### src/rtl/pipe_hazard_ctrl_if.sv
`default_nettype none
// ============================================================================
//  Module   : pipe_hazard_ctrl_if
//  Brief    : Pipeline-state and control bundle between the RV32I core
//             datapath (master) and the hazard controller (slave).
//  Revision : 1.0 - initial release
// ============================================================================
interface pipe_hazard_ctrl_if #(
  parameter int REG_AW = 5,
  parameter int CNT_W  = 32
);
  // ID stage
  logic [REG_AW-1:0] id_rs1;
  logic [REG_AW-1:0] id_rs2;
  logic              id_use_rs1;
  logic              id_use_rs2;
  // ID/EX register
  logic [REG_AW-1:0] ex_rs1;
  logic [REG_AW-1:0] ex_rs2;
  logic [REG_AW-1:0] ex_rd;
  logic              ex_RegWrite;
  logic              ex_MemRead;
  logic              ex_redirect;
  // EX/MEM register
  logic [REG_AW-1:0] mem_rd;
  logic              mem_RegWrite;
  logic              mem_MemRead;
  logic              mem_MemWrite;
  // MEM/WB register
  logic [REG_AW-1:0] wb_rd;
  logic              wb_RegWrite;
  // Controls back to the pipeline
  logic              stall_pc;
  logic              stall_if_id;
  logic              stall_id_ex;
  logic              stall_ex_mem;
  logic              flush_if_id;
  logic              flush_id_ex;
  logic              flush_mem_wb;
  logic [1:0]        fwd_a;
  logic [1:0]        fwd_b;
  logic              mem_busy;
  logic [CNT_W-1:0]  stall_cycles;
  logic [CNT_W-1:0]  flush_events;

  // Core datapath side
  modport master (
    output id_rs1, id_rs2, id_use_rs1, id_use_rs2,
    output ex_rs1, ex_rs2, ex_rd, ex_RegWrite, ex_MemRead, ex_redirect,
    output mem_rd, mem_RegWrite, mem_MemRead, mem_MemWrite,
    output wb_rd, wb_RegWrite,
    input  stall_pc, stall_if_id, stall_id_ex, stall_ex_mem,
    input  flush_if_id, flush_id_ex, flush_mem_wb,
    input  fwd_a, fwd_b, mem_busy, stall_cycles, flush_events
  );

  // Hazard controller side
  modport slave (
    input  id_rs1, id_rs2, id_use_rs1, id_use_rs2,
    input  ex_rs1, ex_rs2, ex_rd, ex_RegWrite, ex_MemRead, ex_redirect,
    input  mem_rd, mem_RegWrite, mem_MemRead, mem_MemWrite,
    input  wb_rd, wb_RegWrite,
    output stall_pc, stall_if_id, stall_id_ex, stall_ex_mem,
    output flush_if_id, flush_id_ex, flush_mem_wb,
    output fwd_a, fwd_b, mem_busy, stall_cycles, flush_events
  );
endinterface
`default_nettype wire

### src/rtl/pipe_hazard_ctrl.sv
`default_nettype none
// ============================================================================
//  Module   : pipe_hazard_ctrl
//  Brief    : Hazard and pipeline-control unit for the 5-stage RV32I core:
//             EX operand forwarding, load-use interlock, redirect flush,
//             multi-cycle dmem wait FSM and wrapping performance counters.
//  Revision : 1.0 - initial release
// ============================================================================
module pipe_hazard_ctrl #(
  parameter int REG_AW  = 5,
  parameter int MEM_LAT = 1,
  parameter int CNT_W   = 32
) (
  input wire                clk,
  input wire                reset,
  pipe_hazard_ctrl_if.slave bus
);

  localparam logic [REG_AW-1:0] C_REG_ZERO  = '0;
  localparam bit                C_HAS_WAIT  = (MEM_LAT > 0);
  localparam int                C_LAT_M1_I  = (MEM_LAT > 0) ? (MEM_LAT - 1) : 0;
  localparam logic [3:0]        C_LAT_M1    = C_LAT_M1_I[3:0];
  localparam logic [CNT_W-1:0]  C_CNT_ONE   = {{(CNT_W-1){1'b0}}, 1'b1};

  typedef enum logic [0:0] {
    ST_IDLE = 1'b0,
    ST_WAIT = 1'b1
  } state_t;

  state_t           state_q, state_d;
  logic [3:0]       cnt_q, cnt_d;
  logic [CNT_W-1:0] stall_cycles_q, stall_cycles_d;
  logic [CNT_W-1:0] flush_events_q, flush_events_d;

  logic       w_mem_acc;
  logic       w_ms;
  logic       w_lu;
  logic       w_mem_fwd_ok;
  logic       w_wb_fwd_ok;
  logic [1:0] w_fwd_a;
  logic [1:0] w_fwd_b;
  logic       w_stall_pc;
  logic       w_stall_if_id;
  logic       w_stall_id_ex;
  logic       w_stall_ex_mem;
  logic       w_flush_if_id;
  logic       w_flush_id_ex;
  logic       w_flush_mem_wb;
  logic       w_redirect_evt;

  // Operand forwarding: a load result is not yet available in EX/MEM, so MEM forwarding excludes loads; MEM beats WB.
  always_comb begin
    w_mem_fwd_ok = bus.mem_RegWrite && !bus.mem_MemRead && (bus.mem_rd != C_REG_ZERO);
    w_wb_fwd_ok  = bus.wb_RegWrite && (bus.wb_rd != C_REG_ZERO);
    w_fwd_a      = 2'b00;
    w_fwd_b      = 2'b00;
    if (w_mem_fwd_ok && (bus.mem_rd == bus.ex_rs1)) begin
      w_fwd_a = 2'b10;
    end else if (w_wb_fwd_ok && (bus.wb_rd == bus.ex_rs1)) begin
      w_fwd_a = 2'b01;
    end
    if (w_mem_fwd_ok && (bus.mem_rd == bus.ex_rs2)) begin
      w_fwd_b = 2'b10;
    end else if (w_wb_fwd_ok && (bus.wb_rd == bus.ex_rs2)) begin
      w_fwd_b = 2'b01;
    end
  end

  // Load-use detection: a load in EX feeding a source the ID instruction actually reads.
  always_comb begin
    w_lu = bus.ex_MemRead && bus.ex_RegWrite && (bus.ex_rd != C_REG_ZERO) &&
           ((bus.id_use_rs1 && (bus.id_rs1 == bus.ex_rd)) ||
            (bus.id_use_rs2 && (bus.id_rs2 == bus.ex_rd)));
  end

  // Dmem wait FSM: the first cycle of an access already stalls, so an access occupies MEM for MEM_LAT+1 cycles.
  always_comb begin
    w_mem_acc = bus.mem_MemRead || bus.mem_MemWrite;
    state_d   = state_q;
    cnt_d     = cnt_q;
    w_ms      = 1'b0;
    case (state_q)
      ST_IDLE: begin
        if (w_mem_acc && C_HAS_WAIT) begin
          w_ms    = 1'b1;
          cnt_d   = C_LAT_M1;
          state_d = ST_WAIT;
        end
      end
      ST_WAIT: begin
        if (cnt_q != 4'd0) begin
          w_ms  = 1'b1;
          cnt_d = cnt_q - 4'd1;
        end else begin
          state_d = ST_IDLE;
        end
      end
      default: begin
        state_d = ST_IDLE;
      end
    endcase
  end

  // Control priority: mem wait freezes everything, then redirect, then load-use interlock.
  always_comb begin
    w_stall_pc     = 1'b0;
    w_stall_if_id  = 1'b0;
    w_stall_id_ex  = 1'b0;
    w_stall_ex_mem = 1'b0;
    w_flush_if_id  = 1'b0;
    w_flush_id_ex  = 1'b0;
    w_flush_mem_wb = 1'b0;
    w_redirect_evt = 1'b0;
    if (w_ms) begin
      // EX is frozen; any redirect or load-use there is re-presented after the wait.
      w_stall_pc     = 1'b1;
      w_stall_if_id  = 1'b1;
      w_stall_id_ex  = 1'b1;
      w_stall_ex_mem = 1'b1;
      w_flush_mem_wb = 1'b1;
    end else if (bus.ex_redirect) begin
      // The ID instruction is wrong-path, so a coincident load-use is irrelevant.
      w_flush_if_id  = 1'b1;
      w_flush_id_ex  = 1'b1;
      w_redirect_evt = 1'b1;
    end else if (w_lu) begin
      w_stall_pc     = 1'b1;
      w_stall_if_id  = 1'b1;
      w_flush_id_ex  = 1'b1;
    end
  end

  // Performance counter next values; both wrap naturally at 2^CNT_W.
  always_comb begin
    stall_cycles_d = stall_cycles_q;
    flush_events_d = flush_events_q;
    if (w_stall_pc || w_stall_if_id || w_stall_id_ex || w_stall_ex_mem) begin
      stall_cycles_d = stall_cycles_q + C_CNT_ONE;
    end
    if (w_redirect_evt) begin
      flush_events_d = flush_events_q + C_CNT_ONE;
    end
  end

  // State and counter registers; reset forces IDLE immediately so ms drops without waiting for a clock.
  always_ff @(posedge clk or posedge reset) begin
    if (reset) begin
      state_q        <= ST_IDLE;
      cnt_q          <= 4'd0;
      stall_cycles_q <= '0;
      flush_events_q <= '0;
    end else begin
      state_q        <= state_d;
      cnt_q          <= cnt_d;
      stall_cycles_q <= stall_cycles_d;
      flush_events_q <= flush_events_d;
    end
  end

  assign bus.fwd_a        = w_fwd_a;
  assign bus.fwd_b        = w_fwd_b;
  assign bus.stall_pc     = w_stall_pc;
  assign bus.stall_if_id  = w_stall_if_id;
  assign bus.stall_id_ex  = w_stall_id_ex;
  assign bus.stall_ex_mem = w_stall_ex_mem;
  assign bus.flush_if_id  = w_flush_if_id;
  assign bus.flush_id_ex  = w_flush_id_ex;
  assign bus.flush_mem_wb = w_flush_mem_wb;
  assign bus.mem_busy     = w_ms;
  assign bus.stall_cycles = stall_cycles_q;
  assign bus.flush_events = flush_events_q;

endmodule
`default_nettype wire

### src/flat_wrapper.sv
// flat-port wrapper written by rule: the top's interface ports become plain ports
module pipe_hazard_ctrl_flat 
#(
  parameter int REG_AW  = 5,
  parameter int MEM_LAT = 1,
  parameter int CNT_W   = 32
)
  (clk, reset, bus_id_rs1, bus_id_rs2, bus_id_use_rs1, bus_id_use_rs2, bus_ex_rs1, bus_ex_rs2, bus_ex_rd, bus_ex_RegWrite, bus_ex_MemRead, bus_ex_redirect, bus_mem_rd, bus_mem_RegWrite, bus_mem_MemRead, bus_mem_MemWrite, bus_wb_rd, bus_wb_RegWrite, bus_stall_pc, bus_stall_if_id, bus_stall_id_ex, bus_stall_ex_mem, bus_flush_if_id, bus_flush_id_ex, bus_flush_mem_wb, bus_fwd_a, bus_fwd_b, bus_mem_busy, bus_stall_cycles, bus_flush_events);
  pipe_hazard_ctrl_if #(.REG_AW(REG_AW), .CNT_W(CNT_W)) bus_i ();
  input wire clk;
  input wire reset;
  input wire logic [$bits(bus_i.id_rs1)-1:0] bus_id_rs1;
  input wire logic [$bits(bus_i.id_rs2)-1:0] bus_id_rs2;
  input wire logic [$bits(bus_i.id_use_rs1)-1:0] bus_id_use_rs1;
  input wire logic [$bits(bus_i.id_use_rs2)-1:0] bus_id_use_rs2;
  input wire logic [$bits(bus_i.ex_rs1)-1:0] bus_ex_rs1;
  input wire logic [$bits(bus_i.ex_rs2)-1:0] bus_ex_rs2;
  input wire logic [$bits(bus_i.ex_rd)-1:0] bus_ex_rd;
  input wire logic [$bits(bus_i.ex_RegWrite)-1:0] bus_ex_RegWrite;
  input wire logic [$bits(bus_i.ex_MemRead)-1:0] bus_ex_MemRead;
  input wire logic [$bits(bus_i.ex_redirect)-1:0] bus_ex_redirect;
  input wire logic [$bits(bus_i.mem_rd)-1:0] bus_mem_rd;
  input wire logic [$bits(bus_i.mem_RegWrite)-1:0] bus_mem_RegWrite;
  input wire logic [$bits(bus_i.mem_MemRead)-1:0] bus_mem_MemRead;
  input wire logic [$bits(bus_i.mem_MemWrite)-1:0] bus_mem_MemWrite;
  input wire logic [$bits(bus_i.wb_rd)-1:0] bus_wb_rd;
  input wire logic [$bits(bus_i.wb_RegWrite)-1:0] bus_wb_RegWrite;
  output wire logic [$bits(bus_i.stall_pc)-1:0] bus_stall_pc;
  output wire logic [$bits(bus_i.stall_if_id)-1:0] bus_stall_if_id;
  output wire logic [$bits(bus_i.stall_id_ex)-1:0] bus_stall_id_ex;
  output wire logic [$bits(bus_i.stall_ex_mem)-1:0] bus_stall_ex_mem;
  output wire logic [$bits(bus_i.flush_if_id)-1:0] bus_flush_if_id;
  output wire logic [$bits(bus_i.flush_id_ex)-1:0] bus_flush_id_ex;
  output wire logic [$bits(bus_i.flush_mem_wb)-1:0] bus_flush_mem_wb;
  output wire logic [$bits(bus_i.fwd_a)-1:0] bus_fwd_a;
  output wire logic [$bits(bus_i.fwd_b)-1:0] bus_fwd_b;
  output wire logic [$bits(bus_i.mem_busy)-1:0] bus_mem_busy;
  output wire logic [$bits(bus_i.stall_cycles)-1:0] bus_stall_cycles;
  output wire logic [$bits(bus_i.flush_events)-1:0] bus_flush_events;
  assign bus_i.id_rs1 = bus_id_rs1;
  assign bus_i.id_rs2 = bus_id_rs2;
  assign bus_i.id_use_rs1 = bus_id_use_rs1;
  assign bus_i.id_use_rs2 = bus_id_use_rs2;
  assign bus_i.ex_rs1 = bus_ex_rs1;
  assign bus_i.ex_rs2 = bus_ex_rs2;
  assign bus_i.ex_rd = bus_ex_rd;
  assign bus_i.ex_RegWrite = bus_ex_RegWrite;
  assign bus_i.ex_MemRead = bus_ex_MemRead;
  assign bus_i.ex_redirect = bus_ex_redirect;
  assign bus_i.mem_rd = bus_mem_rd;
  assign bus_i.mem_RegWrite = bus_mem_RegWrite;
  assign bus_i.mem_MemRead = bus_mem_MemRead;
  assign bus_i.mem_MemWrite = bus_mem_MemWrite;
  assign bus_i.wb_rd = bus_wb_rd;
  assign bus_i.wb_RegWrite = bus_wb_RegWrite;
  assign bus_stall_pc = bus_i.stall_pc;
  assign bus_stall_if_id = bus_i.stall_if_id;
  assign bus_stall_id_ex = bus_i.stall_id_ex;
  assign bus_stall_ex_mem = bus_i.stall_ex_mem;
  assign bus_flush_if_id = bus_i.flush_if_id;
  assign bus_flush_id_ex = bus_i.flush_id_ex;
  assign bus_flush_mem_wb = bus_i.flush_mem_wb;
  assign bus_fwd_a = bus_i.fwd_a;
  assign bus_fwd_b = bus_i.fwd_b;
  assign bus_mem_busy = bus_i.mem_busy;
  assign bus_stall_cycles = bus_i.stall_cycles;
  assign bus_flush_events = bus_i.flush_events;
  pipe_hazard_ctrl #(.REG_AW(REG_AW), .MEM_LAT(MEM_LAT), .CNT_W(CNT_W)) u_core (.clk(clk), .reset(reset), .bus(bus_i));
endmodule
### config.mk
export PLATFORM = sky130hd
export DESIGN_NAME = pipe_hazard_ctrl_flat
export DESIGN_NICKNAME = d
export VERILOG_FILES = /design/src/rtl/pipe_hazard_ctrl_if.sv /design/src/rtl/pipe_hazard_ctrl.sv /design/src/flat_wrapper.sv
export SDC_FILE = /design/constraint.sdc
export NUM_CORES = 1
export LEC_CHECK = 0
export BUFFER_PORTS_ARGS = -buffer_cell sky130_fd_sc_hd__buf_2
export CAP_MARGIN = 20
export CORE_ASPECT_RATIO = 0.75
export CORE_UTILIZATION = 38
export DETAILED_ROUTE_END_ITERATION = 7
export GPL_ROUTABILITY_DRIVEN = 0
export PLACE_DENSITY = 0.64
export SYNTH_ARGS = -nofsm -noshare
export SYNTH_HDL_FRONTEND = slang
export SYNTH_SLANG_ARGS = --single-unit
### constraint.sdc
create_clock -name clk -period 6.8 [get_ports clk]
set_clock_uncertainty 0.1 [all_clocks]
set_input_delay 1.36 -clock clk [delete_from_list [all_inputs] [get_ports clk]]
set_output_delay 1.36 -clock clk [all_outputs]
set_load 0.005 [all_outputs]
# Word-level counts from Yosys, hierarchy flattened
# Index checks and enable logic that the tools add are counted.
[word_totals]
ff_bits = 69
input_bits = 46
out_inout_bits = 76
elab_cells = 56
[op_classes]
addsub = 3
eq_ne = 8
muxes = 18
bitwise_logic = 1
reduce_logical = 22
[op_table]
columns = ["operator", "n"]
rows = [
  ["$add A32 B1 Y32 const B", 2],
  ["$eq A5 B5 Y1", 6],
  ["$reduce_bool A5 Y1", 3],
  ["$logic_and A1 B1 Y1", 12],
  ["$mux W1", 12],
  ["$mux W4", 2],
  ["$pmux W4 S2", 1],
  ["$logic_or A1 B1 Y1", 4],
  ["$mux W2", 2],
  ["$reduce_bool A4 Y1", 1],
  ["$sub A4 B1 Y4 const B", 1],
  ["$ne A2 B1 Y1 const B", 1],
  ["$ne A2 B2 Y1 const B", 1],
  ["$pmux W1 S2", 1],
  ["$reduce_and A2 Y1", 1],
  ["$logic_not A1 Y1", 1],
  ["$not A1 Y1", 1],
]

# Longest topological paths before layout
[depth]
word_depth = 9
mapped_depth = 9
mapped_depth_nobuf = 8

# Least setup slack after synthesis
# OpenSTA, ideal clock, no wires.
[synth_path]
kind = "input to output"
startpoint = "input port bus_ex_rd[1]"
endpoint = "output port bus_stall_pc"
arrival_ns = 2.660
required_time_ns = 5.340
path_slack_ns = 2.680
path_stages = 6
path_buffers = 2
path_cell_list = "or3_1 -> o311a_1 -> a31oi_4 -> buf_6 -> inv_1 -> buf_4"
[synth_between]
elab_chain_len = 7
elab_cells_between_ends = 11
classes_between = "2 x eq/ne; 3 x mux; 6 x reduce/logical"
[synth_rtl]
columns = ["element", "line_no", "text"]
rows = [
  ["start: declaration", "flat_wrapper.sv:18", "input wire logic [$bits(bus_i.ex_rd)-1:0] bus_ex_rd;"],
  ["$eq A5 B5 Y1 (on tied branches)", "pipe_hazard_ctrl.sv:72, pipe_hazard_ctrl.sv:73", ""],
  ["$logic_and A1 B1 Y1 (on tied branches)", "pipe_hazard_ctrl.sv:72, pipe_hazard_ctrl.sv:73", ""],
  ["$logic_or A1 B1 Y1", "pipe_hazard_ctrl.sv:72", "((bus.id_use_rs1 && (bus.id_rs1 == bus.ex_rd)) ||"],
  ["$logic_and A1 B1 Y1 *", "pipe_hazard_ctrl.sv:71", "w_lu = bus.ex_MemRead && bus.ex_RegWrite && (bus.ex_rd != C_REG_ZERO) &&"],
  ["$mux W1 * (3 in series)", "-", ""],
  ["end: declaration", "flat_wrapper.sv:28", "output wire logic [$bits(bus_i.stall_pc)-1:0] bus_stall_pc;"],
]
# Mark *: on every way between the ends. The rest lies on a longest branch, timed or not.

# Final worst setup path
[layout_path]
startpoint = "input port bus_ex_rd[1]"
endpoint = "output port bus_stall_if_id"
[layout_between]
elab_chain_len = 7
elab_cells_between_ends = 11
classes_between = "2 x eq/ne; 3 x mux; 6 x reduce/logical"
[layout_rtl]
columns = ["element", "line_no", "text"]
rows = [
  ["$eq A5 B5 Y1 (on tied branches)", "pipe_hazard_ctrl.sv:72, pipe_hazard_ctrl.sv:73", ""],
  ["$logic_and A1 B1 Y1 (on tied branches)", "pipe_hazard_ctrl.sv:72, pipe_hazard_ctrl.sv:73", ""],
  ["$logic_or A1 B1 Y1", "pipe_hazard_ctrl.sv:72", ""],
  ["$logic_and A1 B1 Y1 *", "pipe_hazard_ctrl.sv:71", ""],
  ["$mux W1 *", "pipe_hazard_ctrl.sv:126", "end else if (w_lu) begin"],
  ["$mux W1 *", "pipe_hazard_ctrl.sv:121", "end else if (bus.ex_redirect) begin"],
  ["$mux W1 *", "pipe_hazard_ctrl.sv:114", "if (w_ms) begin"],
  ["end: declaration", "flat_wrapper.sv:29", "output wire logic [$bits(bus_i.stall_if_id)-1:0] bus_stall_if_id;"],
]
# Marks and branches as above.

==> summary.txt <==
===========================================================================================
Post-CTS Setup Bufs                                                                       0
HP Class                                                                       flop to flop
Setup Crit Path Kind                                                           input port to output pin
Number of remaining DRC errors                                                            0
Total number of yosys warnings                                                            0
Register-to-register setup slack                                                    4120 ps
Result of the run                                                                 completed
Distinct cells, synth                                                                    39
Required time at the worst-slack endpoint                                           5340 ps
Wire length of the first global-routing pass                                       13.85 mm
Arrival @ worst endpoint                                                            3300 ps
Int Pwr                                                                           0.9218 mW
Highest ir drop seen on vdd                                                       0.2246 mV
Crit path time final                                                                4764 ps
Post-synthesis sequential area ratio                                                 47.54%
Reported net switching power                                                      0.4636 mW
First-pass detailed-route iteration total                                                 4
Number of cells on the worst hold path                                                    1
Combined global-route utilization of all metal layers                                17.91%
Syn-to-layout area delta                                                             26.18%
Flip-flop cell with the highest count after synthesis                          sky130_fd_sc_hd__dfrtp_1
Met2 routing resource usage after global routing                                     28.81%
Most heavily used metal layer in global routing                                        met2
Number of enable flip-flop cells after synthesis                                          0
Slew @ Worst Pin                                                                   888.2 ps
R2r worst-path depth                                                                      8
Sum of internal, switching and leakage power                                       1.385 mW
Area used by sequential logic in the layout                                        1727 um2
Number of hold buffers added after cts                                                    0
Count of max-cap constraint violations                                                    0
Post-detailed-routing wire length                                                  8.092 mm
R2R Path Start                                                                 u_core.cnt_q[0]$_DFFE_PP0P_
Met3 layer usage reported by global route                                            5.035%
#FFs+latches synth                                                                       69
Average via count per standard cell                                                   4.839
Clock edge transition at the registers on the reported setup and hold paths           50 ps
DIE HEIGHT                                                                         86.67 um
Count of endpoints failing setup in the final report                                      0
Endpoint of the worst hold path                                                u_core.bus.stall_cycles[31]$_DFFE_PP0P_
Cell at the root of the clock tree                                             sky130_fd_sc_hd__clkbuf_16
Port bufs                                                                               121
Clock power frac                                                                      30.1%
Net count reported at finish                                                            520
Largest fanout of any net on the critical path                                           33
Pwr Density                                                                    302.3 nW/um2
Fillers                                                                                 883
Clock tree from TritonCTS                                                              done
Core Rows                                                                                30
Async set-reset flop share out of synthesis                                          100.0%
Die Span X                                                                         114.9 um
Final max-slew violation count                                                            0
Setup repair after global routing missed its margin                                   false
Critical Path Source Type                                                        input port
Part of the total power dissipated in combinational logic                             28.5%
Initial Util                                                                         39.66%
Synthesized area                                                                   3632 um2
Number of clock sinks                                                                    69
TNS Setup                                                                              0 ps
Crit. Startpoint                                                               bus_ex_rd[1]
DIE AREA                                                                           9958 um2
Vias in the first global route                                                         2935
Layout cells sized above 1                                                           31.16%
Category of the worst setup path capture point                                   output pin
Antenna Nets Post-Route                                                                   0
Endpoint of the worst register-to-register path                                u_core.bus.flush_events[19]$_DFFE_PP0P_
Maximum operating frequency                                                      0.2099 GHz
Met1 layer usage reported by global route                                            23.12%
CTS max path bufs                                                                         2
Most common cell after layout, fill and taps aside                             sky130_fd_sc_hd__buf_2
Boundary pin count                                                                      122
Max transition margin                                                                40.79%
Avg WL per Cell                                                                    13.42 um
Number of CTS-inserted buffers                                                            9
Cells after Synth                                                                       349
Area occupied by multi-input gates                                                 1769 um2
Mean instance size in the synthesized netlist                                     10.41 um2
Proportion of total power due to net switching                                       33.46%
Final count of hold timing violations                                                     0
Relative contribution of sequential cells to total power                              41.5%
Clock insertion delay at the later pin of the skew report                            330 ps
Cells resized by post-CTS repair                                                          0
Highest-count cells in the layout ignoring fill and taps                       sky130_fd_sc_hd__buf_2, sky130_fd_sc_hd__dfrtp_1, sky130_fd_sc_hd__xnor2_1
Number of design-rule violations left by the first detailed-router iteration            161
Start point of the worst hold path                                             u_core.bus.stall_cycles[31]$_DFFE_PP0P_
DPL Wire Length                                                                    5.954 mm
Total number of vias                                                                   2918
Overall overflow remaining after global route                                             0
CORE AREA                                                                          9159 um2
Syn_nets                                                                                398
Static leakage                                                                     2.095 nW
Largest net degree at the start of global routing                                        70
Hold WS                                                                            368.8 ps
Depth of the CTS H-tree                                                                   3
Antenna diodes                                                                            0
Antenna violations before repair                                                          0
Post-route fraction of the period consumed by the critical path                      70.06%
===========================================================================================
per-stage QoR:
| stage | instances | utilization, % | cell area, um2 | setup slack [ps] |
|---|---|---|---|---|
| 6_report | 603 | 50.04 | 4583 | 2036 |
| 5_1_grt | 603 | 50.04 | 4583 | 1877 |
| 4_1_cts | 603 | 50.04 | 4583 | 2050 |
| 3_5_place_dp | 588 | 47.12 | 4315 | 2043 |
| 3_3_place_gp | 588 | 47.12 | 4315 | 2055 |
| 2_1_floorplan | 349 | - | 3632 | 2680 |
area by class of cell:
type                            instances  share of cell area (%)
Multi-Input combinational cell        257                   38.60
Timing Repair Buffer                  122                   13.38
Inverter                               12                   1.010
Tap cell                              128                   3.494
Sequential cell                        69                   37.67
Clock buffer                           11                   5.296
Clock inverter                          4                  0.5460
kinds of logic (layout without fill, tap and decap cells):
group                      after synthesis  after routing  synth area share, %
muxes                                    1              1               0.3100
and+or+nand+nor                        147            147                22.12
buffers and inverters                   23            149                3.754
DFF                                     69             69                47.54
adders and majority gates                3              3                1.034
AOI/OAI and AO/OA                       13             13                2.824
xor gates and xnor gates                93             93                22.43
Yosys cell counts (all sizes together), types with 3 or more instances:
library cell,count,area [um2]
dfrtp,69,1727
inv,11,41.29
and3,7,43.79
o22ai,3,25.02
or4,4,30.03
nand3,16,90.09
nor3b,3,22.52
o21ai,6,33.78
xnor2,48,420.4
nor3,17,85.08
nand4,18,112.6
nor2,15,56.30
xor2,45,394.1
or2,3,18.77
buf,11,90.08
nand2,38,142.6
ha,3,37.54
nor4,13,87.58
worst max-delay path: stages:
cell and delay, ps:
sky130_fd_sc_hd__buf_2 120, sky130_fd_sc_hd__or3_1 360, sky130_fd_sc_hd__o311a_1 360, sky130_fd_sc_hd__a31oi_4 760
sky130_fd_sc_hd__inv_1 160, sky130_fd_sc_hd__buf_2 180
metal layers:
layer / part of all wire (%) / vias to the layer above
met5: 0 / -
met4: 1.6 / 0
met3: 4.6 / 12
met2: 46 / 91
met1: 48 / 1380
li1: - / 1435
power groups by stage:
stage	registers, mW	logic (mW)	clock network (mW)
after global routing	0.590	0.447	0.447
after floorplan	0.572	0.281	0
after detailed placement	0.581	0.399	0
final	0.575	0.394	0.416
after global placement	0.578	0.391	0
after CTS	0.575	0.399	0.430
worst max path at each step:
stage / to / slack (ps) / cells past startpoint
3_5_place_dp: bus_stall_pc / 2040 / 6
4_1_cts: bus_stall_if_id / 2050 / 6
3_3_place_gp: bus_stall_pc / 2050 / 6
5_1_grt: bus_stall_if_id / 1880 / 7
2_1_floorplan: bus_stall_pc / 2680 / 6
6_report: bus_stall_if_id / 2040 / 6
flip-flops by register name (all words and copies together), names as in the netlist:
signal                   cells
u_core.bus.flush_events     32
u_core.bus.stall_cycles     32
u_core.cnt_q                 4
u_core.state_q               1
Power figures use the tool's default switching activity.
